==> src/rtl/ifetch_unit.sv <==
// Instruction fetch stage: architectural PC, single-outstanding imem fetch,
// PC-tagged instruction FIFO toward decode, redirect/flush handling.
module ifetch_unit #(
    parameter logic [31:0] RESET_PC   = 32'h0000_0000,
    parameter int unsigned IBUF_DEPTH = 2
) (
    input  logic        clk,
    input  logic        rst,
    input  logic [31:0] nPC,
    input  logic        redirect,
    input  logic        stall,
    output logic [31:0] PC,
    output logic        imemReq,
    output logic [31:0] imemAddr,
    input  logic        imemReady,
    input  logic        imemRvalid,
    input  logic [31:0] imemRdata,
    output logic        instValid,
    output logic [31:0] inst,
    output logic [31:0] instPC
);

    localparam int unsigned AW      = (IBUF_DEPTH > 1) ? $clog2(IBUF_DEPTH) : 1;
    localparam int unsigned CW      = AW + 1;
    localparam logic [31:0] PC_MASK = 32'hFFFF_FFFC;

    typedef enum logic [1:0] {
        IDLE,
        WAIT,
        DROP
    } state_t;

    state_t        state;
    logic [31:0]   req_pc;
    logic [31:0]   buf_inst [IBUF_DEPTH];
    logic [31:0]   buf_pc   [IBUF_DEPTH];
    logic [AW-1:0] head;
    logic [AW-1:0] tail;
    logic [CW-1:0] count;
    logic          accept;
    logic          push;
    logic          pop;

    // Request is combinational so an accepted fetch costs no extra cycle.
    assign imemReq   = !rst && (state == IDLE) && !redirect && (count < CW'(IBUF_DEPTH));
    assign imemAddr  = PC;
    assign accept    = imemReq && imemReady;
    assign push      = !redirect && (state == WAIT) && imemRvalid;
    assign pop       = instValid && !stall && !redirect;
    assign instValid = (count != '0);
    assign inst      = instValid ? buf_inst[head] : '0;
    assign instPC    = instValid ? buf_pc[head]   : '0;

    // Fetch FSM and PC; redirect overrides everything except reset.
    always_ff @(posedge clk) begin
        if (rst) begin
            state  <= IDLE;
            PC     <= RESET_PC & PC_MASK;
            req_pc <= '0;
        end else if (redirect) begin
            PC <= nPC & PC_MASK;
            unique case (state)
                // A response arriving with the redirect is consumed here, so nothing is left to drop.
                WAIT:    state <= imemRvalid ? IDLE : DROP;
                DROP:    state <= imemRvalid ? IDLE : DROP;
                default: state <= IDLE;
            endcase
        end else begin
            unique case (state)
                IDLE: begin
                    if (accept) begin
                        req_pc <= PC;
                        PC     <= PC + 32'd4;
                        state  <= WAIT;
                    end
                end
                WAIT:    if (imemRvalid) state <= IDLE;
                DROP:    if (imemRvalid) state <= IDLE;
                default: state <= IDLE;
            endcase
        end
    end

    // FIFO pointers and occupancy; redirect flushes without counting a pop.
    always_ff @(posedge clk) begin
        if (rst || redirect) begin
            head  <= '0;
            tail  <= '0;
            count <= '0;
        end else begin
            if (push) tail <= tail + AW'(1);
            if (pop)  head <= head + AW'(1);
            if (push && !pop)      count <= count + CW'(1);
            else if (pop && !push) count <= count - CW'(1);
        end
    end

    // FIFO storage; contents are only meaningful below count, so no reset.
    always_ff @(posedge clk) begin
        if (push) begin
            buf_inst[tail] <= imemRdata;
            buf_pc[tail]   <= req_pc;
        end
    end

endmodule

==> config.mk <==
export PLATFORM = sky130hd
export DESIGN_NAME = ifetch_unit
export DESIGN_NICKNAME = d
export VERILOG_FILES = /design/src/rtl/ifetch_unit.sv
export SDC_FILE = /design/constraint.sdc
export NUM_CORES = 1
export LEC_CHECK = 0
export CAP_MARGIN = 15
export CORE_MARGIN = 2
export CORE_UTILIZATION = 45
export DETAILED_ROUTE_END_ITERATION = 12
export PLACE_DENSITY_LB_ADDON = 0.08
export SLEW_MARGIN = 10
export SYNTH_ARGS = -nofsm -noshare
export SYNTH_HDL_FRONTEND = slang
export SYNTH_SLANG_ARGS = --single-unit
==> constraint.sdc <==
create_clock -name clk -period 6 [get_ports clk]
set_input_delay 1.2 -clock clk [delete_from_list [all_inputs] [get_ports clk]]
set_output_delay 1.2 -clock clk [all_outputs]
set_load 0.005 [all_outputs]
Word-level counts from Yosys, hierarchy flattened. Memories as Yosys holds them, arrays and structs flattened. A register that Yosys moved wholly into a read port is not among the register bits. Cells that the tools add are included.

Bits in registers: 70. Bits in writable memories: 128. Output and inout port bits: 130. Logic and storage cells: 66. Memories: 2.

Memory list: buf_inst (depth 2, bits a word 32, read ports 1, clocked after Yosys merged registers in 1, write ports 1, line 35) `logic [31:0] buf_inst [IBUF_DEPTH];`; buf_pc (depth 2, bits a word 32, read ports 1, clocked after Yosys merged registers in 1, write ports 1, line 36) `logic [31:0] buf_pc [IBUF_DEPTH];`.

Add/subtract/negate cells: 5. Magnitude comparators: 1. Equality and inequality tests: 4. Multiplexer cells: 19. Bitwise operators: 1. Reductions and logical operators: 27.

Operators by type and width (count): $mux W32 (5); $add A32 B3 Y32 const B (1); $mux W2 (7); $logic_and A1 B1 Y1 (10); $reduce_bool A2 Y1 (4); $mux W1 (6); $reduce_and A2 Y1 (3); $logic_not A1 Y1 (5); $pmux W2 S2 (1); $reduce_or A2 Y1 (2); $ne A3 B1 Y1 const B (1); $ne A3 B3 Y1 const B (1); $reduce_and A3 Y1 (1); $add A1 B1 Y1 const B (2); $add A2 B1 Y2 const B (1); $eq A2 B1 Y1 const B (1); $eq A2 B2 Y1 const B (1); $logic_not A2 Y1 (1); $lt A2 B2 Y1 const B (1); $sub A2 B1 Y2 const B (1); $logic_or A1 B1 Y1 (1); $not A1 Y1 (1).

Logic depth before layout (Yosys ltp).
Depth in word-level cells: 8. Depth in mapped cells: 9. Mapped depth without buffers: 8.

Worst setup path before layout. Ideal clock, no wire load.

Kind: input -> register. From: in redirect. To: mem buf_inst[0][0], enable pin. Setup time: 558 ps. Arrival time: 5881 ps. Required time: 5442 ps. Slack: -439 ps. Stages on the path: 3. Path buffers: 2. Path through: clkbuf_1 > clkbuf_1 > nor3_1.

Word-level cells in the longest chain between the ends: 5.

RTL lines: from (decl) (line 10) `input logic redirect,`; $logic_not A1 Y1 (line 48) `assign push = !redirect && (state == WAIT) && imemRvalid;`; $logic_and A1 B1 Y1 (2 in series) (line 48); $mux W1 (line 100) `if (push) begin`; $mux W1 (implied by the code) (line 101) `buf_inst[tail] <= imemRdata;`; to (decl) (line 35).

No other way between the ends.

Worst setup path in the final report.
From: in redirect. To: out imemReq.

Word-level cells in the longest chain between the ends: 3.

RTL lines: $logic_not A1 Y1 (line 45) `assign imemReq = !rst && (state == IDLE) && !redirect && (count < CW'(IBUF_DEPTH));`; $logic_and A1 B1 Y1 (2 in series) (line 45); to (decl) (line 13) `output logic imemReq,`.

No other way between the ends.

==> impl_metrics.csv <==
group,metric,value,unit
status,status,"finished clean",
setup_path,path_class,"in2out",
drt,wl_met1,7680,um
timing,max_freq,0.238,GHz
die,die_x,137,um
drt,routed_wl,18500,um
setup_path,worstPathArrival,3.00,ns
cells_and_area,final_net_count,905,
timing,relSlewSlack,23.4,%
yosys,ys_types,45,
placement,hpwl,12000,um
setup_path,path_cells,"clkdlybuf4s50_1 -> buf_4 -> nor4b_4 -> clkdlybuf4s50_1",
timing,setup_tns,0,ns
yosys,synth-async-reset-ratio,0,%
cells_and_area,final_cell_mix,"190 x clkdlybuf4s50_1, 124 x edfxtp_1, 92 x nor2_1, 81 x nand2_1, 66 x dfxtp_1",
die,core,0.0173,mm^2
cells_and_area,drive_gt1_share,5.57,%
clock_tree,cts_resized,0,
timing,period_needed,4.20,ns
yosys,ys_ff_latch,191,
timing,setup_viol,0,
clock_tree,post_cts_buffers,0,
power_and_ir_drop,power.leakage,3.30,nW
drt,drtIter0Drc,281,
clock_tree,htree_levels,4,
yosys,ys_seq_area_share,63.4,%
timing,hold_viol,0,
yosys,synth_ff_type,"edfxtp_1",
clock_tree,cts_buffer_depth,2,
drt,via_per_inst,5.20,
setup_path,crit_start,"redirect",
drt,antenna_left,0,
drt,drc,0,
setup_path,max_stage_delay,0.63,ns
timing,skew,0.00858,ns
drt,route.met3.wl,1410,um
drt,vias,5557,
grt,grt_pass1_vias,5342,
yosys,yosysTopAreaCell,"edfxtp_1",
yosys,synthesis.instances,685,
clock_tree,clock_latency,0.43,ns
setup_path,cp-start-kind,"input port",
grt,grt_overflow,0,
power_and_ir_drop,p_total,2.69,mW
yosys,synth_edf_count,124,
die,start_util,46.2,%
grt,grt_usage,19.6,%
setup_path,r2r_cells,6,
clock_tree,cts_tree,"yes",
die,core.rowCount,48,
power_and_ir_drop,powerDensity,258,mW/mm^2
setup_path,r2r_end,"PC[26]",
grt,grt_max_degree,63,
flow_run,cap_viol_max_count,0,
drt,drt-pass1-iter-count,5,
timing,setup_ws,1.80,ns
setup_path,crit_fanout,22,
setup_path,r2r_start,"state[0]",
setup_path,r2r_setup_slack,3.22,ns
timing,tightest_slew,1.15,ns
setup_path,slowest_stage,"clkdlybuf4s50_1",
yosys,ys_warn_count,0,
clock_tree,cts-buffers-inserted,17,
drt,post_drt_wl_per_cell,17.3,um
drt,dr_wl_met2,9060,um
drt,top_layer_used,"met4",
timing,finalCritPeriodShare,69.9,%
clock_tree,cts_hold_buf,0,
setup_path,crit_path_end,"imemReq",
clock_tree,clock-sinks,191,
timing,slew_viol_final,0,
grt,antenna_found_initial,0,
min_path,hp-class,"reg2reg",
die,ioPinCount,200,
power_and_ir_drop,peakVddDrop,0.193,mV
placement,gp_congestion,0.817,
yosys,avgSynthCellArea,11.7,um^2
cells_and_area,area_growth,30.3,%
setup_path,cp_common_cell,"clkdlybuf4s50_1",
placement,pre_cts_slack,1.80,ns
clock_tree,path_clk_slew,0.07,ns
yosys,netlist.area_leader.share,46.6,%
placement,portBuffers,191,
cells_and_area,final_common_cell,"clkdlybuf4s50_1",
setup_path,required,4.80,ns
die,fp.dieH,137,um
setup_path,endpoint_kind,"primary output",
yosys,syn_area,0.00798,mm^2
clock_tree,cts_root_buffer,"clkbuf_16",
placement,dpl_cell_area,0.00982,mm^2
grt,grt_pass1_wl,27900,um
timing,rsz0062_at_grt,"no",
cells_and_area,stdcell_area,0.0104,mm^2
yosys,synth_area_leaders,"edfxtp_1 47%, dfxtp_1 17%, mux2i_1 7.8%",
die,die_area,0.0188,mm^2
cells_and_area,diodes,0,
==> Yosys cell counts (3+ instances only) <==
library cell	n
a211oi_1	12
a21oi_1	42
a31oi_1	8
and2_1	6
and3_1	7
and4_1	4
buf_1	5
buf_4	37
clkbuf_1	30
dfxtp_1	67
edfxtp_1	124
ha_1	4
inv_1	8
mux2i_1	62
nand2_1	82
nand3_1	11
nand4_1	10
nor2_1	93
nor3_1	5
nor4_1	4
o21ai_0	7
o22ai_1	3
o311ai_0	3
or3_1	6
or4_1	4
xnor2_1	7
xor2_1	11
==> logic make-up after synthesis <==
logic type               after synthesis  synth area share, %
flip-flops                           191                 63.4
other                                  1               0.0470
buffers and inverters                 83                 5.77
AO/OA/AOI/OAI                         87                 6.65
multiplexers                          63                 7.92
adder cells (fa/ha/maj)                4                0.627
AND/OR/NAND/NOR                      238                 13.6
XOR/XNOR                              18                 1.97
==> report_power, final <==
group | internal [mW] | switching (mW) | total (mW)
Combinational | 0.112 | 0.0753 | 0.187
Clock | 0.575 | 0.478 | 1.05
Sequential | 1.41 | 0.0327 | 1.45
Total | 2.10 | 0.586 | 2.69
==> metrics by stage <==
| step | cells | hold WS [ns] | util [%] |
|---|---|---|---|
| CTS | 1068 | 0.451 | 60.0 |
| detailed placement | 1036 | 0.438 | 56.8 |
| floorplan | 690 | 0.425 | - |
| global placement | 1036 | 0.430 | 56.8 |
| finish | 1069 | 0.452 | 60.1 |
| global route | 1069 | 0.466 | 60.1 |
==> per-layer routing <==
layer  global-route usage [%]  vias to the layer above
li1                         -                     2696
met4                     7.27                        0
met5                        0                        -
met3                     5.11                       19
met1                     24.8                     2652
met2                     32.4                      190
==> layout make-up <==
class,instances,area (um^2)
tap,225,282
sequential,191,5070
inverter,8,30.0
fill,1399,6900
timing repair buffer,197,1970
clock buffer,20,437
multi-input combinational,416,2500
clock inverter,12,113
==> sequential cells by signal (all words and copies together), names as in the netlist, named ones only <==
| name | flops |
|---|---|
| state | 2 |
| req_pc | 30 |
| tail | 1 |
| buf_inst | 64 |
| count | 2 |
| PC | 30 |
| head | 1 |
| buf_pc | 60 |
==> critical path: cells and delay by family <==
kind | cells | cell delay [ns]
buffers and inverters | 3 | 1.28
and+or+nand+nor | 1 | 0.51
==> how the worst min path moves through the flow <==
stage | start | end | slack (ns) | depth (start not counted)
after detailed placement | req_pc[20] | buf_pc[0][20] | 0.44 | 0
after global routing | req_pc[27] | buf_pc[1][27] | 0.47 | 0
after floorplan | req_pc[10] | buf_pc[0][10] | 0.43 | 0
final | req_pc[8] | buf_pc[0][8] | 0.45 | 0
after CTS | req_pc[12] | buf_pc[0][12] | 0.45 | 0
after global placement | req_pc[28] | buf_pc[1][28] | 0.43 | 0
Power figures use the tool's default switching activity.
==> edit 1: new RTL, same flow settings <==
The parameter `IBUF_DEPTH` goes from 2 to 4.
--- a/src/rtl/ifetch_unit.sv
+++ b/src/rtl/ifetch_unit.sv
@@ -2,7 +2,7 @@
 // PC-tagged instruction FIFO toward decode, redirect/flush handling.
 module ifetch_unit #(
     parameter logic [31:0] RESET_PC   = 32'h0000_0000,
-    parameter int unsigned IBUF_DEPTH = 2
+    parameter int unsigned IBUF_DEPTH = 4
 ) (
     input  logic        clk,
     input  logic        rst,
Check against the original RTL: not equivalent (Yosys sat finds a counterexample within 10 cycles, from zero or initial values and one cycle with rst high).
==> edit 1 against the unedited design <==
- global-route usage shrank 0.80 points
- cell count up 33%
- clock skew rose by 5.5 ps
- worst setup slack got worse by 250 ps
- first-iteration DRC count up 57%
- wire length is 54% higher
- sequential cell count is 128 higher
- area after synthesis is 64% higher
- sequential power grew 68%
- cell area up 56%
- total power increased by 79%
- largest cell class unchanged
- highest routed layer unchanged
==> edit 1: results (changes against the unedited design) <==
Global routing
  • Grt met1 use: 26.0% (+1.3 points)
  • Largest net degree at the start of global routing: 64 (+1.6%)
  • Total Routing Usage GR: 18.8% (-0.80 points)
  • Met2 Use GR: 31.0% (-1.4 points)
  • Global-route wire length before repair: 44.4 mm (+59%)
  • Number of global-route vias before repair: 7799 (+46%)

Logic synthesis
  • Sequential area share after synthesis: 67.9% (+4.4 points)
  • Xor/xnor share of the synthesized area: 0.939% (-1.0 points)
  • Largest cells by area after synthesis: edfxtp_1 (57%), dfxtp_1 (11%), mux4_2 (11%)
  • Unique cell type count in the Yosys netlist: 53 (+18%)
  • Most instantiated cells after synthesis: edfxtp_1 (248), nand2_1 (80), dfxtp_1 (71)
  • Post-synthesis mux area share: 10.8% (+2.9 points)

Power
  • Peak supply drop: 163 uV (-16%)
  • Leakage power: 4.97 nW (+51%)

CTS
  • CTS H-tree lvls: 2 (-2)
  • Max clock buf depth: 3 (+1)

Worst setup path
  • FF-to-FF path depth: 8 (+2)
  • Worst path max stage delay: 580 ps (-50 ps)
  • Crit path DAT: 3250 ps (+250 ps)
  • Reg2Reg Setup Slack: 3340 ps (+120 ps)
  • RR Startpoint: count[2]
  • Maximum fanout along the worst path: 30 (+36%)
  • Worst reg2reg path endpoint: count[2]

Routing
  • Initial DRC count: 442 (+57%)
  • Wire per inst: 20.0 um (+16%)

Place
  • Gpl congestion: 0.777 (-4.9%)

Timing
  • Clock skew: 14.1 ps (+5.50 ps)
  • Fmax: 225 MHz (-5.6%)
  • Worst-margin pin slew: 1010 ps (-141 ps)

Run status
  • Status: completed

Final layout
  • Nets: 1095 (+21%)
  • Largest registers: buf_inst x128, buf_pc x120
  • Layout cells sized above 1: 13.0% (+7.4 points)
## edit 1: cell types whose count changed in the layout (fill, tap and decap cells not counted), sizes merged, moves of 5 or more
cell / unedited run / this run
o31ai: 1 / 6
and2: 6 / 69
edfxtp: 124 / 248
clkbuf: 20 / 50
o31a: 0 / 5
nand3: 13 / 18
nor2: 93 / 34
mux2i: 62 / 1
mux4: 0 / 62
## edit 1: cells by family after synthesis
group           after synthesis
compound gates               96
flops                       319
simple gates                260
other cells                   1
fa+ha+maj                     9
buf+inv                     102
mux                          63
xor+xnor                     14
## edit 1: per-stage QoR
step | total power, mW | hold WS [ps] | std cells | instance area [sq um] | util (%)
finish | 4.80 | 494 | 1424 | 16200 | 56.7
global route | 4.95 | 516 | 1424 | 16200 | 56.7
CTS | 4.86 | 496 | 1424 | 16200 | 56.7
detailed placement | 2.73 | 487 | 1364 | 15100 | 52.7
global placement | 2.73 | 481 | 1364 | 15100 | 52.7
floorplan | 2.58 | 460 | 869 | 13100 | -
## edit 1: layout make-up
cell class                      instances  area, sq um
Sequential cell                       319         8880
Tap cell                              384          480
Fill cell                            2301        12400
Inverter                               14         52.6
Multi-Input combinational cell        448         3700
Timing Repair Buffer                  199         1970
Clock inverter                         10          134
Clock buffer                           50         1010
## edit 1: how the worst min path moves through the flow
stage	from	endpoint	slack (ps)	cells past startpoint
CTS	req_pc[10]	req_pc[10]	500	2
detailed placement	req_pc[10]	req_pc[10]	490	2
global placement	req_pc[7]	req_pc[7]	480	2
floorplan	req_pc[10]	buf_pc[0][10]	460	0
global route	state[0]	state[0]	520	2
finish	req_pc[10]	req_pc[10]	490	2
## edit 1: worst max-delay path: cells and delay by family
| kind | cells | cell delay (ps) |
|---|---|---|
| and+or+nand+nor | 2 | 810 |
| buffers and inverters | 3 | 1220 |
## edit 1: per-layer routing
layer / share of wire [%] / routed length [um]
met5: 0 / 0
met4: 1.8 / 515
met3: 5.4 / 1530
met2: 48 / 13600
met1: 45 / 12800
## edit 1: report_power, final
group          switching (mW)  internal [mW]  total (mW)  leakage [nW]
Combinational           0.106          0.139       0.245          1.76
Clock                   0.817           1.30        2.12         0.562
Sequential             0.0423           2.39        2.44          2.64
==> edit 2: new RTL, config.mk and constraints unchanged <==
Made on the original files. The 3 states of `state_t` get a one-hot encoding in 3 bits.
--- a/src/rtl/ifetch_unit.sv
+++ b/src/rtl/ifetch_unit.sv
@@ -24,10 +24,10 @@
     localparam int unsigned CW      = AW + 1;
     localparam logic [31:0] PC_MASK = 32'hFFFF_FFFC;
 
-    typedef enum logic [1:0] {
-        IDLE,
-        WAIT,
-        DROP
+    typedef enum logic [2:0] {
+        IDLE = 3'b001,
+        WAIT = 3'b010,
+        DROP = 3'b100
     } state_t;
 
     state_t        state;
Behaviour: no difference found for any inputs over 4 cycles, from zero or initial values and one cycle with rst high; so few cycles prove little.
==> edit 2 against the unedited design <==
- cell count grew 1.0%
- global-route usage shrank 0.25 points
- wire length shrank 1.5%
- worst setup slack gained 210 ps
- area after synthesis grew 0.97%
- cell area grew 0.85%
- sequential cell count grew 1
- register-to-register slack gained 80 ps
- total power is essentially flat
- highest routed layer unchanged
==> edit 2: results (changes against the unedited design) <==
Global routing
  • Grt met1 use: 24.6% (-0.13 points)
  • Number of global-route vias before repair: 5471 (+2.4%)
  • Global-route wire length before repair: 28.0 mm (+0.22%)
  • Total Routing Usage GR: 19.3% (-0.25 points)
  • Met2 Use GR: 32.5% (+0.14 points)

Place
  • Post-placement setup slack: 1670 ps (-134 ps)
  • Placed Instance Area: 9930 sq um (+1.1%)
  • Gpl congestion: 0.822 (+0.56%)
  • DP Cell Count: 1048 (+1.2%)
  • HPWL Detailed: 11.9 mm (-0.22%)

Routing
  • Vias per std cell: 5.21 (+0.16%)
  • WL met3: 1.17 mm (-17%)
  • Met2 Routed Length: 8.83 mm (-2.5%)
  • Initial DRC count: 315 (+12%)
  • Total routed wirelength: 18.2 mm (-1.5%)
  • Metal1 wirelength: 7.94 mm (+3.3%)

Final layout
  • Fill count: 1408 (+0.64%)
  • Diodes inserted: 0 (unchanged)
  • Non-filler cells, final: 1080 (+1.0%)
  • Nets: 914 (+0.99%)
  • Layout cells sized above 1: 6.43% (+0.86 points)
  • Storage element area: 5090 sq um (+0.39%)

Power
  • Peak supply drop: 215 uV (+11%)
  • Leakage power: 3.35 nW (+1.5%)
  • Sw Ratio: 22.8% (+0.99 points)

Logic synthesis
  • Most instantiated cells after synthesis: edfxtp_1 (124), nor2_1 (91), nand2_1 (82)
  • Post-synthesis mux area share: 8.10% (+0.19 points)
  • Unique cell type count in the Yosys netlist: 55 (+22%)
  • Xor/xnor share of the synthesized area: 1.30% (-0.67 points)
  • Largest cells by area after synthesis: edfxtp_1 (46%), dfxtp_1 (17%), mux2i_1 (7.8%)
  • Synth Area in Adders: 0.310% (-0.32 points)
  • Compound-Gate Fraction of Synth Area: 7.40% (+0.76 points)
  • Sequential area share after synthesis: 63.1% (-0.36 points)
  • Syn Inst Count: 694 (+1.3%)

Worst setup path
  • RR Startpoint: count[1]
  • FF-to-FF path depth: 5 (-1)
  • Crit path DAT: 2780 ps (-220 ps)
  • Worst reg2reg path endpoint: PC[4]
  • Worst Setup SP: redirect
  • Maximum fanout along the worst path: 9 (-59%)
  • Reg2Reg Setup Slack: 3300 ps (+80 ps)

Run status
  • Status: completed

Timing
  • Period utilisation layout: 66.4% (-3.6 points)
  • Worst slew margin: 26.4% (+3.0 points)
  • Clock skew: 8.41 ps (-0.171 ps)
edit 2: changes by cell type in the layout (fill, tap and decap cells not counted), moves of 4 or more:
| cell | before | now |
|---|---|---|
| a211oi_1 | 12 | 6 |
| a31oi_1 | 8 | 13 |
| nand3b_1 | 0 | 4 |
| o211ai_1 | 1 | 5 |
| o21ai_0 | 7 | 11 |
edit 2: cells by family after synthesis:
kind of cell / count (synthesis)
fa+ha+maj: 2
mux: 65
compound gates: 98
other cells: 1
flops: 192
simple gates: 243
xor+xnor: 12
buf+inv: 81
edit 2: critical path, cell delays in order:
cell and delay, ps:
clkdlybuf4s50_1 670, clkinv_1 150, nand2_1 210, nor2_1 90
clkdlybuf4s50_1 460
edit 2: power groups by stage:
stage | logic (mW) | clock network [mW] | registers, mW
floorplan | 0.0743 | 0 | 1.47
global placement | 0.164 | 0 | 1.47
detailed placement | 0.165 | 0 | 1.48
CTS | 0.167 | 1.09 | 1.45
global route | 0.179 | 1.15 | 1.45
finish | 0.166 | 1.07 | 1.45
edit 2: final cells by class:
type	instances	share of cell area (%)
clock inverters	14	1.17
well taps	225	2.68
inverters	8	0.286
flip-flops and latches	192	48.5
multi-input cells	426	24.6
repair buffers	197	18.6
clock buffers	18	4.19
edit 2: how the worst min path moves through the flow:
stage | start | to | slack [ps] | cells after the start
finish | req_pc[19] | buf_pc[0][19] | 450 | 0
global route | req_pc[17] | buf_pc[1][17] | 470 | 0
CTS | req_pc[19] | buf_pc[0][19] | 460 | 0
detailed placement | req_pc[2] | buf_pc[0][2] | 440 | 0
global placement | req_pc[3] | buf_pc[0][3] | 430 | 0
floorplan | req_pc[10] | buf_pc[0][10] | 430 | 0
